===== config.mk =====
export PLATFORM = sky130hd
export DESIGN_NAME = piezo_melody_seq
export DESIGN_NICKNAME = d
export VERILOG_FILES = /design/src/rtl/piezo_pkg.sv /design/src/rtl/piezo_note_lut.sv /design/src/rtl/piezo_melody_seq.sv
export SDC_FILE = /design/constraint.sdc
export NUM_CORES = 1
export LEC_CHECK = 0
export BUFFER_PORTS_ARGS = -buffer_cell sky130_fd_sc_hd__buf_4
export CORE_ASPECT_RATIO = 0.5
export CORE_MARGIN = 2
export CORE_UTILIZATION = 38
export CTS_BUF_LIST = sky130_fd_sc_hd__clkbuf_8
export DETAILED_ROUTE_END_ITERATION = 7
export GPL_TIMING_DRIVEN = 0
export MAX_ROUTING_LAYER = met4
export PLACE_DENSITY = 0.53
export SKIP_LAST_GASP = 1
export SYNTH_ARGS = -nofsm -noshare
export SYNTH_HDL_FRONTEND = slang
export SYNTH_SLANG_ARGS = --single-unit

===== constraint.sdc =====
create_clock -name CLK -period 7.3 [get_ports CLK]
set_input_delay 1.825 -clock CLK [delete_from_list [all_inputs] [get_ports CLK]]
set_output_delay 1.825 -clock CLK [all_outputs]
set_load 0.02 [all_outputs]

===== src/rtl/piezo_pkg.sv =====
// Shared types, note codes, note-frequency table and default melody for the
// piezo melody sequencer and its note lookup.
package piezo_pkg;

  typedef enum logic [1:0] {IDLE, PLAY, GAP, FIN} state_t;

  localparam int unsigned NOTE_W  = 4;
  localparam int unsigned DUR_W   = 2;
  localparam int unsigned ENTRY_W = NOTE_W + DUR_W;

  typedef struct packed {
    logic [NOTE_W-1:0] note;
    logic [DUR_W-1:0]  dur;
  } entry_t;

  localparam logic [NOTE_W-1:0] NOTE_REST = 4'd0;
  localparam logic [NOTE_W-1:0] NOTE_C4   = 4'd1;
  localparam logic [NOTE_W-1:0] NOTE_CS4  = 4'd2;
  localparam logic [NOTE_W-1:0] NOTE_D4   = 4'd3;
  localparam logic [NOTE_W-1:0] NOTE_DS4  = 4'd4;
  localparam logic [NOTE_W-1:0] NOTE_E4   = 4'd5;
  localparam logic [NOTE_W-1:0] NOTE_F4   = 4'd6;
  localparam logic [NOTE_W-1:0] NOTE_FS4  = 4'd7;
  localparam logic [NOTE_W-1:0] NOTE_G4   = 4'd8;
  localparam logic [NOTE_W-1:0] NOTE_GS4  = 4'd9;
  localparam logic [NOTE_W-1:0] NOTE_A4   = 4'd10;
  localparam logic [NOTE_W-1:0] NOTE_AS4  = 4'd11;
  localparam logic [NOTE_W-1:0] NOTE_B4   = 4'd12;

  // Equal-tempered frequencies of C4..B4 in milli-Hz.
  function automatic longint unsigned note_mhz(input int unsigned note);
    case (note)
      1:       return 64'd261626;
      2:       return 64'd277183;
      3:       return 64'd293665;
      4:       return 64'd311127;
      5:       return 64'd329628;
      6:       return 64'd349228;
      7:       return 64'd369994;
      8:       return 64'd391995;
      9:       return 64'd415305;
      10:      return 64'd440000;
      11:      return 64'd466164;
      12:      return 64'd493883;
      default: return 64'd0;
    endcase
  endfunction

  // Half-period count for a generator that toggles after LIMIT+1 cycles.
  function automatic longint unsigned note_limit(input longint unsigned clk_hz,
                                                 input int unsigned note);
    if (note == 0 || note > 12) return 64'd0;
    return (clk_hz * 64'd1000) / (64'd2 * note_mhz(note)) - 64'd1;
  endfunction

  // Entry 0 occupies the least significant bits.
  localparam logic [8*ENTRY_W-1:0] DEFAULT_MELODY = {
    NOTE_REST, 2'd0,
    NOTE_C4,   2'd3,
    NOTE_E4,   2'd1,
    NOTE_G4,   2'd2,
    NOTE_REST, 2'd1,
    NOTE_G4,   2'd1,
    NOTE_E4,   2'd1,
    NOTE_C4,   2'd1
  };

endpackage


===== src/rtl/piezo_note_lut.sv =====
// Combinational map from a melody note code to the tone generator's
// half-period limit; rest and unused codes give 0.
module piezo_note_lut
  import piezo_pkg::*;
#(
  parameter int unsigned CLK_HZ  = 1_000_000,
  parameter int unsigned LIMIT_W = 16
) (
  input  logic [NOTE_W-1:0]  NOTE,
  output logic [LIMIT_W-1:0] LIMIT
);

  always_comb begin
    LIMIT = '0;
    for (int unsigned k = 1; k <= 12; k++) begin
      if (NOTE == NOTE_W'(k)) LIMIT = LIMIT_W'(note_limit(64'(CLK_HZ), k));
    end
  end

endmodule


===== src/rtl/piezo_melody_seq.sv =====
// Melody sequencer driving LIMIT/TONE_EN of the piezo tone generator.
// Define PIEZO_MELODY_REPEAT_EN to loop the melody instead of ending in FIN/DONE.
module piezo_melody_seq
  import piezo_pkg::*;
#(
  parameter int unsigned CLK_HZ      = 1_000_000,
  parameter int unsigned BEAT_CYCLES = 100_000,
  parameter int unsigned GAP_CYCLES  = 10_000,
  parameter int unsigned NUM_NOTES   = 8,
  parameter int unsigned LIMIT_W     = 16,
  parameter logic [NUM_NOTES*ENTRY_W-1:0] MELODY = DEFAULT_MELODY
) (
  input  logic                         CLK,
  input  logic                         RESET,
  input  logic                         START,
  input  logic                         STOP,
  output logic [LIMIT_W-1:0]           LIMIT,
  output logic                         TONE_EN,
  output logic                         BUSY,
  output logic                         DONE,
  output logic [$clog2(NUM_NOTES)-1:0] NOTE_IDX
);

  localparam int unsigned IDX_W = $clog2(NUM_NOTES);
  localparam int unsigned TMAX  = (3*BEAT_CYCLES > GAP_CYCLES) ? 3*BEAT_CYCLES : GAP_CYCLES;
  localparam int unsigned TMR_W = $clog2(TMAX + 1);
  localparam logic [TMR_W-1:0] GAP_LAST = TMR_W'((GAP_CYCLES > 0) ? GAP_CYCLES - 1 : 0);

`ifdef PIEZO_MELODY_REPEAT_EN
  localparam logic REPEAT = 1'b1;
`else
  localparam logic REPEAT = 1'b0;
`endif

  state_t             state;
  logic [TMR_W-1:0]   timer;
  logic [DUR_W-1:0]   cur_dur;
  entry_t             nxt;
  entry_t             first;
  logic               last;
  logic               expire;
  logic [TMR_W-1:0]   play_last;
  logic [NOTE_W-1:0]  lut_note;
  logic [LIMIT_W-1:0] lut_limit;

  always_comb begin
    cur_dur = '0;
    nxt     = '0;
    first   = MELODY[ENTRY_W-1:0];
    for (int unsigned k = 0; k < NUM_NOTES; k++) begin
      if (IDX_W'(k) == NOTE_IDX) cur_dur = MELODY[k*ENTRY_W +: DUR_W];
      if (k == 32'(NOTE_IDX) + 32'd1) nxt = MELODY[k*ENTRY_W +: ENTRY_W];
    end
    last      = (NOTE_IDX == IDX_W'(NUM_NOTES - 1)) || (nxt.dur == '0);
    play_last = TMR_W'(32'(cur_dur) * BEAT_CYCLES - 32'd1);
    expire    = (state == PLAY) ? (timer == play_last) : (timer == GAP_LAST);
    // The single LUT always looks at whichever entry would be loaded next.
    lut_note  = (state == IDLE || last) ? first.note : nxt.note;
  end

  piezo_note_lut #(
    .CLK_HZ  (CLK_HZ),
    .LIMIT_W (LIMIT_W)
  ) u_lut (
    .NOTE  (lut_note),
    .LIMIT (lut_limit)
  );

  always_ff @(posedge CLK) begin
    if (RESET) begin
      state    <= IDLE;
      timer    <= '0;
      LIMIT    <= '0;
      TONE_EN  <= 1'b0;
      BUSY     <= 1'b0;
      DONE     <= 1'b0;
      NOTE_IDX <= '0;
    end else begin
      DONE <= 1'b0;
      case (state)
        IDLE: begin
          if (START && !STOP) begin
            timer    <= '0;
            NOTE_IDX <= '0;
            if (first.dur == '0) begin
              state <= FIN;
              DONE  <= 1'b1;
            end else begin
              state   <= PLAY;
              BUSY    <= 1'b1;
              LIMIT   <= lut_limit;
              TONE_EN <= (first.note != '0);
            end
          end
        end
        PLAY, GAP: begin
          if (STOP) begin
            state    <= IDLE;
            timer    <= '0;
            TONE_EN  <= 1'b0;
            BUSY     <= 1'b0;
            NOTE_IDX <= '0;
          end else if (!expire) begin
            timer <= timer + 1'b1;
          end else begin
            timer <= '0;
            if (state == PLAY && GAP_CYCLES != 0) begin
              state   <= GAP;
              TONE_EN <= 1'b0;
            end else if (last && !REPEAT) begin
              state   <= FIN;
              DONE    <= 1'b1;
              BUSY    <= 1'b0;
              TONE_EN <= 1'b0;
            end else begin
              state    <= PLAY;
              NOTE_IDX <= last ? '0 : NOTE_IDX + 1'b1;
              LIMIT    <= lut_limit;
              TONE_EN  <= (lut_note != '0);
            end
          end
        end
        FIN: begin
          state <= IDLE;
          if (STOP) NOTE_IDX <= '0;
        end
        default: state <= IDLE;
      endcase
    end
  end

endmodule


After elaboration in Yosys (flattened, before gate mapping)
Index checks and enable logic that the tools add are counted.
{"block": "totals", "ff_bits": 43, "out_inout_bits": 22, "elab_cells": 175}
{"block": "op_classes", "n_addsub": 16, "mul": 1, "n_div": 12, "eq_ne": 42, "muxes": 77, "bitwise_logic": 2, "reduce_logical": 18}
{"op": "divider 30 x 64 -> 64 bit, first input constant", "n": 12}
{"op": "two-way mux 63 bit", "n": 12}
{"op": "two-way mux 16 bit", "n": 17}
{"op": "subtractor 16 x 1 -> 16 bit, second input constant", "n": 12}
{"op": "equality test 3 x 32 -> 1 bit, first input constant", "n": 3}
{"op": "equality test 2 x 32 -> 1 bit, first input constant", "n": 2}
{"op": "two-way mux 19 bit", "n": 3}
{"op": "two-way mux 6 bit", "n": 7}
{"op": "case mux 19 bit (2 select lines)", "n": 1}
{"op": "equality test 1 x 32 -> 1 bit, first input constant", "n": 1}
{"op": "logical NOT 32 bit", "n": 1}
{"op": "case mux 16 bit (2 select lines)", "n": 1}
{"op": "two-way mux 2 bit", "n": 12}
{"op": "two-way mux 3 bit", "n": 7}
{"op": "equality test 4 bit, second input constant", "n": 5}
{"op": "adder 19 x 1 -> 19 bit, second input constant", "n": 1}
{"op": "equality test 19 x 14 -> 1 bit, second input constant", "n": 1}
{"op": "equality test 19 bit", "n": 1}
{"op": "subtractor 19 x 1 -> 19 bit, second input constant", "n": 1}
{"op": "equality test 4 x 3 -> 1 bit, second input constant", "n": 4}
{"op": "multiplier 2 x 12 -> 14 bit, second input constant", "n": 1}
{"op": "equality test 3 bit, first input constant", "n": 4}
{"op": "two-way mux 1 bit", "n": 12}
{"op": "inequality test 3 bit, second input constant", "n": 4}
{"op": "30 further kinds", "n": 43}

Depth between registers and ports, before layout
{"block": "depth", "ltp_word": 35, "depth_mapped": 12}

By module
Synthesis repeated with hierarchy kept, for this count alone.
{"block": "unflattened", "cells_unflattened": 367, "hier_area_um2": 2944.1}
{"mod": "piezo_melody_seq", "instances": 1, "cells_each": 317, "area_each_um2": 2613.8, "seq_area_each_um2": 860.8}
{"mod": "piezo_note_lut", "instances": 1, "cells_each": 50, "area_each_um2": 330.3, "seq_area_each_um2": 0.0}

Worst setup path before layout
OpenSTA, ideal clock, no wires.
{"block": "synth_path", "kind": "input to register", "startpoint": "input STOP", "endpoint": "register LIMIT[1]", "setup_time_ns": 0.086, "arrival_time_ns": 3.042, "t_required_ns": 7.214, "slack_ns": 4.172, "path_stages": 6, "path_buffers": 2, "path_cell_list": "nand2b_1 a21oi_1 clkbuf_1 clkbuf_1 a21oi_1 a211oi_1"}
{"block": "synth_between", "elab_chain_len": 4, "word_cells_on_any_way": 5}
{"element": "start, declared", "line": "piezo_melody_seq.sv:16", "text": "input logic STOP,"}
{"element": "logical NOT 1 bit", "line": "piezo_melody_seq.sv:82", "text": "if (START && !STOP) begin"}
{"element": "logical AND 1 bit", "line": "piezo_melody_seq.sv:82"}
{"element": "inequality test 2 x 1 -> 1 bit (no line)"}
{"element": "AND reduction 6 bit (no line) *"}
{"element": "end signal, assigned", "line": "piezo_melody_seq.sv:91", "text": "LIMIT <= lut_limit;"}
{"element": "end signal, assigned", "line": "piezo_melody_seq.sv:118", "text": "LIMIT <= lut_limit;"}
{"element": "end, declared", "line": "piezo_melody_seq.sv:17", "text": "output logic [LIMIT_W-1:0] LIMIT,"}
Every way passes the cells marked *; elsewhere a longest branch is shown, timed or not.
A chain may end at the register's enable or synchronous reset.

Worst setup path in the final report
Same ends and word-level chain as after synthesis.

==> out/results.ini <==
[run_status]
outcome=finished clean

[drt]
drt_wl_total_um=6430
drt-wirelength-per-cell_um=14.6
drt-met1-wl_um=3330
route.detailed.vias_per_inst=5.39
detailedRoute.firstPassIterationCount=4
drt_drc_violations_left=0
via_count=2378
detailroute.wirelength.met3_um=281
wl_met2_um=2760
post_drt_antenna_nets=0
detailedRoute.firstIterationViolations=153
top_layer_used=met4

[hold_path]
holdCritPathClass=register to register
min_to=LIMIT[3]
worst_hold_startpoint=LIMIT[3]
worstHoldPathCells=2

[floorplan]
fp-row-count=21
die_area_um2=7540
start_util=0.390
io_pins=26
die-width_um=121
die_height_um=62.4
design.core.area_um2=6650

[cts]
worstSkewPairLatency_ps=300
ctsHoldBuffers=0
clockRootBuffer=clkbuf_8
cts.htree.levels=2
clk_pin_slew_ps=70
cts_post_setup_buffers_inserted=0
tritoncts=yes
cts_num_sinks=38
cts-buffers-inserted=5
clockBufferDepth=2
post_cts.resized_instances=0

[power_and_ir_drop]
power.total_uw=493
power_frac_clock=0.281
pwr-share-comb=0.260
seqPwrFrac=0.458
vdd_drop_max_v=0.0000812
power_per_cell_area_nw_per_um2=167
netSwitchingPower_uw=164
cell_internal_pwr_uw=329
p_leak_nw=1.11
power.share.switching=0.333

[synth]
synth_top_area_share=0.293
post_synth_num_cell_types=59
synth_area_leader_cell=dfxtp_1
synth_area_um2=2590
ys_ff_latch=38
ys_seq_area_frac=0.293
synth_cells=318
synth_enable_flop_cells=0
postSynthAreaPerCell_um2=8.16
synthesis.yosys.warnings=0
async_reset_ff_frac=0
dominantRegCellSynth=dfxtp_1
post_synth_main_area_contributors=dfxtp_1, ha_1, nor2_1, nand3_1, nor2_4

[sta]
unrepaired_setup_endpoints_after_global_routing=false
timing.max_slew.rel_slack=0.566
setup_violations=0
totalNegativeSetupSlack_ps=0
share_of_the_clock_period_used_by_the_worst_path_after_layout=0.480
timing.final.crit_period_ps=3500
worst_case_clock_skew_ps=4.45
max_clock_freq_mhz=285
count_of_final_hold_check_violations=0
maxSlewViolCount=0
worstMarginPinSlew_ps=645

[layout]
area_occupied_by_multi_input_gates_um2=1680
post_route_cells_drive_above_1_share=0.146
areaGrowthSynthToFinish_pct=13.7
final_common_cell=dfxtp_1
final_cell_count_no_fill=441
antenna_cells_inserted=0
filler_cell_count=694
fin_util=0.444
ff_latch_area_um2=761
final_net_count=366
commonest_cells_after_routing_fill_and_taps_aside=dfxtp_1, nor2_1, buf_4

[place]
place_congestion=0.859
dpl.hpwl_um=4880
placed_cells_incl_taps=434
buffer_ports.inserted=20

[critical_path]
crit_path_end_kind=register
worstSetupPathType=primary input to register
regToRegStartpoint=NOTE_IDX[1]
timing.critical_path.arrival_ps=3720
timing.critical_path.fanout_max=10
critPathRequiredTime_ps=7510
crit_path_start_kind=primary input
r2r_cells=11
setup_slack_reg_to_reg_ps=4110
worst_r2r_endpoint=timer[7]

[global_route]
vias_in_the_first_global_route=2231
grt_max_degree=11
grt_antenna_before_repair=0
grt_pass1_wl_um=11200
grt.overflow.total=0
grt.total_usage=0.191

[job]
maxCapViolations=0

-- metrics by stage --
stage | setup WS [ps] | hold WS (ps) | instance area, µm²
after detailed placement | 3520 | 476 | 2870
final | 3800 | 481 | 2950
after CTS | 3820 | 489 | 2950
after floorplan | 4170 | 474 | 2610
after global placement | 3500 | 471 | 2870
after global routing | 3620 | 520 | 2950
-- logic make-up after synthesis --
group                    share of synthesized area
other                                      0.00145
multiplexers                               0.00386
adder cells (fa/ha/maj)                     0.0627
buffers and inverters                       0.0646
XOR/XNOR                                    0.0608
AO/OA/AOI/OAI                                0.191
flip-flops                                   0.293
AND/OR/NAND/NOR                              0.322
-- layer usage --
metal	global-route usage	vias up
met1	0.262	1113
met2	0.282	48
met4	0.0494	0
met5	-	-
li1	-	1209
met3	0.0447	8
-- layout make-up --
cell class,count,share of cell area
well taps,92,0.0390
plain buffers,21,0.0428
flip-flops and latches,38,0.258
multi-input cells,252,0.570
clock buffers,5,0.0233
inverters,11,0.0140
clock inverters,2,0.00254
repair buffers,20,0.0509
-- Yosys cell counts (all sizes together) (3+ instances only) --
cell type	instances
or4	3
a41o	3
clkbuf	9
nor2b	3
nand3b	3
and3	4
o22ai	3
or3	5
and4	4
xnor2	8
inv	11
dfxtp	38
and2	3
nand2b	11
a311oi	5
a211oi	8
o21ai	9
buf	12
ha	13
a21oi	18
nor2	47
a21o	5
xor2	10
nand2	15
nand4	10
nor3	7
nand3	21
-- worst max path at each step --
stage | from | to | slack (ps) | cells past startpoint
after floorplan | STOP | LIMIT[1] | 4170 | 6
after global placement | STOP | LIMIT[2] | 3500 | 7
after detailed placement | STOP | LIMIT[1] | 3520 | 7
after CTS | STOP | LIMIT[1] | 3820 | 7
after global routing | STOP | LIMIT[1] | 3620 | 7
final | STOP | LIMIT[1] | 3800 | 7
-- power groups by stage --
stage | sequential [mW] | clock (mW) | combinational [mW]
6_report | 0.226 | 0.139 | 0.128
3_3_place_gp | 0.230 | 0 | 0.127
3_5_place_dp | 0.231 | 0 | 0.128
4_1_cts | 0.226 | 0.143 | 0.128
2_1_floorplan | 0.242 | 0 | 0.0763
5_1_grt | 0.228 | 0.154 | 0.143
-- registers in the layout, indices dropped and copies added, names as in the netlist --
register / flops
state: 2
NOTE_IDX: 3
BUSY: 1
LIMIT: 11
timer: 19
DONE: 1
TONE_EN: 1
-- critical path, stage by stage --
cell and delay (ps):
buf_4 130, nand2b_1 170, a21oi_1 310, clkbuf_1 460, clkbuf_1 460, a21oi_1 120
a211oi_1 240
(Power assumes the default switching activity.)
